$ cat config.mk
export PLATFORM = sky130hd
export DESIGN_NAME = pipe_skid_stage
export DESIGN_NICKNAME = d
export VERILOG_FILES = /design/src/rtl/pipe_skid_stage.sv
export SDC_FILE = /design/constraint.sdc
export NUM_CORES = 1
export LEC_CHECK = 0
export CELL_PAD_IN_SITES_DETAIL_PLACEMENT = 1
export CELL_PAD_IN_SITES_GLOBAL_PLACEMENT = 1
export CORE_MARGIN = 2
export CORE_UTILIZATION = 34
export CTS_CLUSTER_SIZE = 24
export DETAILED_ROUTE_END_ITERATION = 6
export HOLD_SLACK_MARGIN = 0.1
export PLACE_DENSITY_LB_ADDON = 0.25
export RECOVER_POWER = 100
export SLEW_MARGIN = 5
export SYNTH_ARGS = -nofsm -noshare
export SYNTH_HDL_FRONTEND = slang
export SYNTH_SLANG_ARGS = --single-unit
export TNS_END_PERCENT = 20
$ cat constraint.sdc
create_clock -name clk -period 1.7 [get_ports clk]
set_input_delay 0.51 -clock clk [delete_from_list [all_inputs] [get_ports clk]]
set_output_delay 0.51 -clock clk [all_outputs]
set_load 0.01 [all_outputs]
$ cat src/rtl/pipe_skid_stage.sv
// -----------------------------------------------------------------------------
// pipe_skid_stage
//
// Purpose:
//   An elastic pipeline stage register that uses a valid/ready handshake and
//   holds up to two entries. The main entry drives the downstream payload.
//   The skid entry catches the one payload that the upstream stage can still
//   push while the downstream stage stalls. Because in_ready_o and out_valid_o
//   are decoded only from registered state, the handshake has no
//   combinational path from one side to the other.
//
// Parameters:
//   WIDTH           payload width in bits
//   CLEAR_ON_FLUSH  1: payload registers are zeroed on flush
//                   0: payload registers keep their value on flush
//
// Ports:
//   clk          clock; all state changes on the rising edge
//   rst          synchronous, active-high reset
//   flush_i      squash all buffered entries; drops the payload of this cycle
//   in_valid_i   upstream payload valid
//   in_ready_o   stage can accept a payload this cycle
//   in_data_i    upstream payload
//   out_valid_o  downstream payload valid
//   out_ready_i  downstream accepts the payload this cycle
//   out_data_o   downstream payload (the main entry)
//   occupancy_o  number of entries held: 0, 1 or 2
// -----------------------------------------------------------------------------
module pipe_skid_stage #(
  parameter int WIDTH          = 64,
  parameter bit CLEAR_ON_FLUSH = 1'b1
) (
  input  logic             clk,
  input  logic             rst,
  input  logic             flush_i,
  input  logic             in_valid_i,
  output logic             in_ready_o,
  input  logic [WIDTH-1:0] in_data_i,
  output logic             out_valid_o,
  input  logic             out_ready_i,
  output logic [WIDTH-1:0] out_data_o,
  output logic [1:0]       occupancy_o
);

  typedef enum logic [1:0] {
    ST_EMPTY = 2'd0,
    ST_ONE   = 2'd1,
    ST_FULL  = 2'd2
  } state_e;

  state_e           state_q, state_d;
  logic [WIDTH-1:0] main_q, main_d;
  logic [WIDTH-1:0] skid_q, skid_d;

  logic in_fire;
  logic out_fire;

  // The handshakes depend only on registered state, so these fire terms never
  // feed back into in_ready_o or out_valid_o within the same cycle.
  assign in_fire  = in_valid_i & in_ready_o;
  assign out_fire = out_valid_o & out_ready_i;

  // State and payload registers
  always_ff @(posedge clk) begin
    if (rst) begin
      state_q <= ST_EMPTY;
      main_q  <= '0;
      skid_q  <= '0;
    end else begin
      state_q <= state_d;
      main_q  <= main_d;
      skid_q  <= skid_d;
    end
  end

  // Next-state and payload steering
  always_comb begin
    state_d = state_q;
    main_d  = main_q;
    skid_d  = skid_q;

    if (flush_i) begin
      // A flush wins over any handshake. A payload that the upstream stage
      // offers in this cycle is dropped, even when in_ready_o reads 1.
      state_d = ST_EMPTY;
      if (CLEAR_ON_FLUSH) begin
        main_d = '0;
        skid_d = '0;
      end
    end else begin
      unique case (state_q)
        ST_EMPTY: begin
          if (in_fire) begin
            state_d = ST_ONE;
            main_d  = in_data_i;
          end
        end
        ST_ONE: begin
          if (in_fire && out_fire) begin
            main_d = in_data_i;
          end else if (in_fire) begin
            // Downstream stalled: park the new payload and keep main stable.
            state_d = ST_FULL;
            skid_d  = in_data_i;
          end else if (out_fire) begin
            state_d = ST_EMPTY;
          end
        end
        ST_FULL: begin
          // in_ready_o is low here, so only the drain path can happen.
          if (out_fire) begin
            state_d = ST_ONE;
            main_d  = skid_q;
          end
        end
        default: begin
          state_d = ST_EMPTY;
        end
      endcase
    end
  end

  // Output decode from registered state only
  always_comb begin
    out_valid_o = 1'b0;
    in_ready_o  = 1'b1;
    occupancy_o = 2'd0;
    unique case (state_q)
      ST_EMPTY: begin
        out_valid_o = 1'b0;
        in_ready_o  = 1'b1;
        occupancy_o = 2'd0;
      end
      ST_ONE: begin
        out_valid_o = 1'b1;
        in_ready_o  = 1'b1;
        occupancy_o = 2'd1;
      end
      ST_FULL: begin
        out_valid_o = 1'b1;
        in_ready_o  = 1'b0;
        occupancy_o = 2'd2;
      end
      default: begin
        out_valid_o = 1'b0;
        in_ready_o  = 1'b1;
        occupancy_o = 2'd0;
      end
    endcase
  end

  assign out_data_o = main_q;

endmodule
# [Word level (Yosys, flattened, before mapping)]
# Cells that the tools add are included.
[totals] ff_bits=130 word_cells=34 out_inout_bits=68
[op_classes] n_reduce_logical=8 muxes=13 n_eq_ne=7 bitwise_logic=3
[op_table] operator="two-way mux 64 bit" count=3
[op_table] operator="one-hot mux 64 bit (3 select lines)" count=1
[op_table] operator="two-way mux 2 bit" count=5
[op_table] operator="inequality test 2 bit, second input constant" count=4
[op_table] operator="AND reduction 4 bit" count=2
[op_table] operator="one-hot mux 2 bit (3 select lines)" count=1
[op_table] operator="one-hot mux 2 bit (2 select lines)" count=1
[op_table] operator="OR reduction 2 bit" count=2
[op_table] operator="inequality test 3 bit, second input constant" count=1
[op_table] operator="AND reduction 3 bit" count=1
[op_table] operator="nonzero test 3 bit" count=1
[op_table] operator="bitwise AND 1 bit" count=2
[op_table] operator="equality test 2 x 1 -> 1 bit, second input constant" count=1
[op_table] operator="equality test 2 bit, second input constant" count=1
[op_table] operator="logical NOT 2 bit" count=1
[op_table] operator="two-way mux 1 bit" count=2
[op_table] operator="logical AND 1 bit" count=1
[op_table] operator="NOT 1 bit" count=1

# [Logic depth before layout (Yosys ltp)]
# Gate-level depths: netlist of the first run.
[depth] ltp_word=8 depth_mapped=8 ltp_nobuf=6

# [Worst setup path after synthesis of the first run]
# No wires, ideal clock.
[synth_timing] kind="flip-flop to flip-flop" from="reg state_q[1]" to="reg main_q[0], in the netlist out_data_o[0]" arrival_time_ns=1.661 stages_incl_launch_ff=9 period_less_slack_ns=1.742 setup_ns=0.081 slack_ns=-0.042 t_required_ns=1.619 path_cell_list="dfxtp_1 -> inv_1 -> ha_1 -> or2b_1 -> a21boi_2 -> buf_6 -> buf_2 -> nor3_1 -> a211oi_2"
[synth_between] elab_chain_len=7 elab_cells_between_ends=15 cone_classes="5 x eq/ne; 3 x mux; 2 x bitwise; 5 x reduce/logical"
[synth_lines] item="start: declaration" line="51" rtl="state_e state_q, state_d;"
[synth_lines] item="start signal: assignment" line="70" rtl="state_q <= state_d;"
[synth_lines] item="equality test 2 bit or equality test 2 x 1 -> 1 bit (tied branches)" line="91, 128"
[synth_lines] item="OR reduction 2 bit (no line)"
[synth_lines] item="two-way mux 1 bit" line="128" rtl="unique case (state_q)"
[synth_lines] item="bitwise AND 1 bit" line="61" rtl="assign out_fire = out_valid_o & out_ready_i;"
[synth_lines] item="logical AND 1 bit" line="99" rtl="if (in_fire && out_fire) begin"
[synth_lines] item="inequality test 2 bit (no line)"
[synth_lines] item="AND reduction 4 bit (no line)"
[synth_lines] item="end signal: assignment" line="71" rtl="main_q <= main_d;"
[synth_lines] item="end: declaration" line="52" rtl="logic [WIDTH-1:0] main_q, main_d;"
# Parallel ways exist; a longest one is shown, timed or not.
# A chain may end at the register's enable or synchronous reset.

# [Worst setup path in the final report of the first run]
# Ends and elaborated chain as after synthesis.

==> results of run 1 <==
==> power by group <==
part           internal, mW  switching [mW]
registers              3.15          0.0745
logic                 0.769           0.755
clock network          2.56            1.34
==> logic make-up after synthesis <==
kind of cell / after synthesis
AND/OR/NAND/NOR: 207
AO/OA/AOI/OAI: 134
flip-flops: 130
multiplexers: 65
buffers and inverters: 61
adder cells (fa/ha/maj): 4
==> layout by cell type, fill, tap and decap left out, drive strengths merged, types with 2 or more instances in the layout <==
cell           count
dfxtp            130
inv                4
mux2i             64
clkinv             4
a211oi            65
nor2               3
dlygate4sd2       64
nor3              65
clkbuf            28
clkinvlp           2
nand2            129
a21oi             66
or2                2
nand3              2
bufinv             4
clkdlybuf4s50     68
buf               65
ha                 4
==> synth_stat cells (2+ instances only) <==
master / instances
a211oi_1: 5
a211oi_2: 60
a21oi_1: 66
buf_1: 6
buf_12: 7
buf_2: 28
clkbuf_1: 14
dfxtp_1: 130
ha_1: 4
inv_1: 3
mux2i_1: 64
nand2_1: 129
nand3_1: 2
nor2_1: 3
nor3_1: 65
==> per-stage QoR <==
step,instances,TNS (ns)
finish,999,-11.35
global route,999,-19.83
CTS,990,-8.75
detailed placement,944,-57.10
global placement,944,-47.04
floorplan,601,0
==> layer usage <==
layer	vias to the layer above	global-route usage [%]
li1	2449	-
met1	2596	26.3
met2	117	38.0
met3	24	3.51
met4	0	7.03
met5	-	0
==> worst reg2reg max path: cells and delay by family, from the launching register on <==
kind	cells	cell delay (ns)
buffers and inverters	4	0.50
and+or+nand+nor	2	0.53
adders and majority gates	1	0.16
AOI/OAI and AO/OA	2	0.26
DFF	1	0.36
==> what timing repair did <==
item,in CTS,in global routing
setup buffers,10,4
gates resized for setup,108,37
gates cloned,4,6
setup endpoints to repair,198,134
pin swaps,20,47
==> area by class of cell <==
class	count	area, µm²
fill	1773	7670
multi-input combinational	410	3010
sequential	130	2610
timing repair buffer	203	2310
clock buffer	22	474
tap	220	275
clock inverter	10	155
inverter	4	22.5
==> state kept, by name, summed over array words and instances, names as in the netlist <==
signal,cells
out_data_o,64
state_q,2
skid_q,64
==> worst paths after layout <==
check	startpoint	slack (ns)	end	cells past startpoint
worst max-delay path	state_q[1]	-0.23	out_data_o[0]	9
worst min-delay path	skid_q[60]	0.46	skid_q[60]	2
worst max register to register	state_q[1]	-0.23	out_data_o[0]	9
worst min register to register	skid_q[60]	0.46	skid_q[60]	2
==> results.toml, run 1 <==
[cts]
cts_max_level = 4
cts_max_path_buffers = 2
clkLatencyLatePin_ns = 0.41
cts_tree = "yes"
hold_buffers = 0
clkTransAtPathRegs_ns = 0.06
clock-root-buffer = "clkbuf_16"
cts_sinks = 130
cts_buffers = 17

[setup_path]
cp.required_ns = 1.99
cp_max_fo = 7
cp_num_buf_inv = 4
startpoint_type = "flip-flop"
cpMaxStageDelayCell = "dfxtp_4"
end_kind = "flip-flop"
path_cells = "inv_4, ha_4, buf_6, or2b_1, a21boi_4, or2_4, buf_12, clkbuf_16, a211oi_2"
cp_top_family = "simple AND/OR/NAND/NOR gates"
arrival_ns = 2.22
critPathMaxStageDelay_ns = 0.36
criticalPathCategory = "flip-flop to flip-flop"

[yosys]
ys_ff_latch = 130
synth_area_mm2 = 0.00574
synth_top_family_by_area = "compound AO/OA/AOI/OAI gates"
synthMuxAreaShare_pct = 11.3
synth_fa_ha_area_share_pct = 0.871
synth_xor_xnor_area_share_pct = 0
syn_nets = 674
seq_area_frac_synth_pct = 45.3
synth_compound_area_share_pct = 19.9
synthCells = 601
yosys_warnings = 0
yosys.area.top_type = "dfxtp_1"
syn_area_per_cell_um2 = 9.56
async_reset_ff_share_pct = 0
synth_area_leaders = "dfxtp_1 (45%), a211oi_2 (13%), mux2i_1 (11%)"
yosys.area_share.simple_pct = 15.8
synth-main-ff-cell = "dfxtp_1"
yosysUniqueCellTypes = 30
synth_top_area_share_pct = 45.3
synth-edff-count = 0

[grt]
overflow = 0
grt_max_degree = 37
track_usage_pct = 21.4
grt_pass1_vias = 5649
antenna_found_initial = 0
grt_pass1_wl_um = 30000

[place]
detailedPlace.worstSlack_ns = -0.532
place.port_buffers = 136
place.gp.congestion = 0.759
dp_hpwl_um = 11800
dpl-instance-area_mm2 = 0.00765

[die]
die_area_mm2 = 0.0180
initial_core_util_pct = 34.8
io_pins = 137
die_w_um = 134
die_y_um = 134
coreArea_mm2 = 0.0165
rows = 47

[sta]
worst_hold_slack_ns = 0.457
worst_pin_slew_ns = 0.300
slew_headroom_pct = 79.9
fmax_ghz = 0.518
rsz0062_at_grt = "true"
finalCritPeriodShare_pct = 113
setup_viol = 75
hold_viol = 0
worst_clock_skew_ns = 0.00808
post-route-worst-setup-slack_ns = -0.229
drv_slew = 0
period_needed_ns = 1.93

[finish]
fin_area_mm2 = 0.00886
drive_above_1_share_pct = 26.6
fin_util_pct = 53.6
antenna_cells = 0
nets = 839
area_growth_syn_to_layout_pct = 54.2

[drt]
top_layer = "met4"
drtIter0Drc = 158
routed_wirelength_um = 19500
wire_per_inst_um = 19.5
ant_nets = 0
dr.pass1.iters = 4
wl_met2_um = 9860
viasPerCell = 5.19
met1_length_um = 8710
dr_wl_met3_um = 625
num_vias = 5186
drc = 0

[pwr]
worst_ir_drop_vdd_uv = 697
leakagePower_nw = 3.26
powerDensity_mw_per_mm2 = 976
report.power.total_mw = 8.65

[job]
drv_cap = 0

[min_path]
worstHoldPathType = "flip-flop to flip-flop"

[outcome]
violations = "negative setup slack"
status = "finished with violations"
No activity file was read; power rests on OpenSTA's default activity.
==> run 2: changes to the inputs <==
Settings changed: CORE_MARGIN 2 to 5, CTS_CLUSTER_SIZE 24 to not set, GPL_ROUTABILITY_DRIVEN set to 1.
==> run 2 against run 1 <==
Against the previous run:
- clock-buffer cell count rose by 5
- sequential power barely moved
- power fell by 5.8%
- combinational power fell by 6%
- register-to-register slack improved by 0.08 ns
- first-iteration DRC count rose by 55%
- highest routed layer unchanged
- critical path depth fell by 1
- clock power fell by 10%
- the run still ends with negative setup slack left
- sequential share of layout area rose by 1.3 points
- via count fell by 1.9%
- design area fell by 4.2%
- critical endpoint is now out_data_o[12]
==> results.toml, run 2 (synthesis gave the netlist of run 1 again) <==
[outcome]
status = "finished with violations"
violations = "negative setup slack"

[cts]
cts_max_level = 4
cts_tree = "yes"
clkLatencyLatePin_ns = 0.41
clock-root-buffer = "clkbuf_16"
cts_sinks = 130
hold_buffers = 0
cts_buffers = 17
cts_max_path_buffers = 2
clkTransAtPathRegs_ns = 0.05

[setup_path]
cpMaxStageDelayCell = "dfxtp_2"
cp.required_ns = 1.99
end_kind = "flip-flop"
startpoint_type = "flip-flop"
path_cells = "buf_6, ha_4, or2b_1, a21boi_4, or2_4, buf_4, buf_16, a211oi_2"
cp_max_fo = 8
criticalPathCategory = "flip-flop to flip-flop"
arrival_ns = 2.14
critPathMaxStageDelay_ns = 0.33

[die]
rows = 47
die_w_um = 140
io_pins = 137
coreArea_mm2 = 0.0166
initial_core_util_pct = 34.6
die_y_um = 140
die_area_mm2 = 0.0196

[finish]
nets = 832
layout_commonest_cell = "nand2_1"
nFillCells = 1835
drive_above_1_share_pct = 24.6
antenna_cells = 0
final_cell_mix = "nand2_1 (129), dfxtp_1 (128), clkdlybuf4s50_1 (67)"
fin_area_mm2 = 0.00849
area_growth_syn_to_layout_pct = 47.7

[drt]
drc = 0
num_vias = 5089
viasPerCell = 5.14
routed_wirelength_um = 19900
dr.pass1.iters = 4
ant_nets = 0
wire_per_inst_um = 20.0
drtIter0Drc = 245

[grt]
grt_max_degree = 43
antenna_found_initial = 0
track_usage_pct = 19.8
grt_pass1_vias = 5785
overflow = 0
grt_pass1_wl_um = 31000

[place]
dpl-instance-area_mm2 = 0.00750
place.port_buffers = 136
dp_hpwl_um = 11700
detailedPlace.worstSlack_ns = -0.547
place.gp.congestion = 0.807

[pwr]
swShare_pct = 25.7
comb_power_share_pct = 17.5
powerDensity_mw_per_mm2 = 960
leakagePower_nw = 3.10
worst_ir_drop_vdd_uv = 673
power_frac_seq_pct = 39.5
pwr-share-clk_pct = 43.0
power.net_switching_mw = 2.10
p_int_mw = 6.05

[sta]
drv_slew = 0
worst_clock_skew_ns = 0.00612
finalCritPeriodShare_pct = 109
rsz0062_at_grt = "true"
post-route-worst-setup-slack_ns = -0.150
hold_viol = 0
setup_viol = 69
worst_pin_slew_ns = 0.497
slew_headroom_pct = 66.9
period_needed_ns = 1.85
fmax_ghz = 0.541

[min_path]
worstHoldPathType = "flip-flop to flip-flop"

[job]
drv_cap = 0
==> run 2: power groups by stage <==
stage / clock network, mW / registers, mW / logic (mW)
after detailed placement: 0 / 3.28 / 1.24
after floorplan: 0 / 3.31 / 0.650
final: 3.50 / 3.22 / 1.43
after global placement: 0 / 3.28 / 1.20
after CTS: 3.56 / 3.22 / 1.38
after global routing: 3.74 / 3.23 / 1.52
==> run 2: final timing paths <==
check             start              to  slack, ns  depth (start not counted)
max reg2reg  state_q[0]  out_data_o[12]      -0.15                          8
min reg2reg   skid_q[9]       skid_q[9]       0.46                          2
max          state_q[0]  out_data_o[12]      -0.15                          8
min           skid_q[9]       skid_q[9]       0.46                          2
==> run 2: final cells by class <==
cell class / count / area [µm²] / share of cell area (%)
Clock buffer: 27 / 513 / 6.04
Clock inverter: 4 / 47.5 / 0.560
Inverter: 4 / 22.5 / 0.265
Multi-Input combinational cell: 410 / 2940 / 34.6
Sequential cell: 130 / 2610 / 30.7
Tap cell: 220 / 275 / 3.24
Timing Repair Buffer: 196 / 2080 / 24.6
==> run 2: what timing repair did <==
item / CTS / global route
cloned: 7 / 1
pin swaps: 29 / 29
setup endpoints to repair: 177 / 122
buffers inserted: 9 / 8
resized for setup: 110 / 36
==> run 2: routing by layer <==
metal  wire length [µm]  up-vias  track usage [%]
met4                325        0             6.27
met1               8990     2518             23.9
li1                   -     2431                -
met3                666       23             4.23
met5                  0        -                0
met2               9870      117             35.0
==> run 2: worst max-delay path, delay by kind of cell (launching register included) <==
kind                     cells  cell delay, ns
AO/OA/AOI/OAI                2            0.29
flip-flops                   1            0.33
adder cells (fa/ha/maj)      1            0.17
AND/OR/NAND/NOR              2            0.52
buffers and inverters        3            0.42
==> run 2: per-stage QoR <==
step	util, %	setup TNS [ns]	power [mW]	std cells	hold slack, ns
after global placement	45.2	-48.07	4.48	938	0.439
after global routing	51.2	-12.91	8.49	991	0.473
after detailed placement	45.2	-55.56	4.52	938	0.452
after CTS	50.4	-5.70	8.16	984	0.459
after floorplan	-	0	3.96	601	0.436
final	51.2	-7.58	8.14	991	0.455
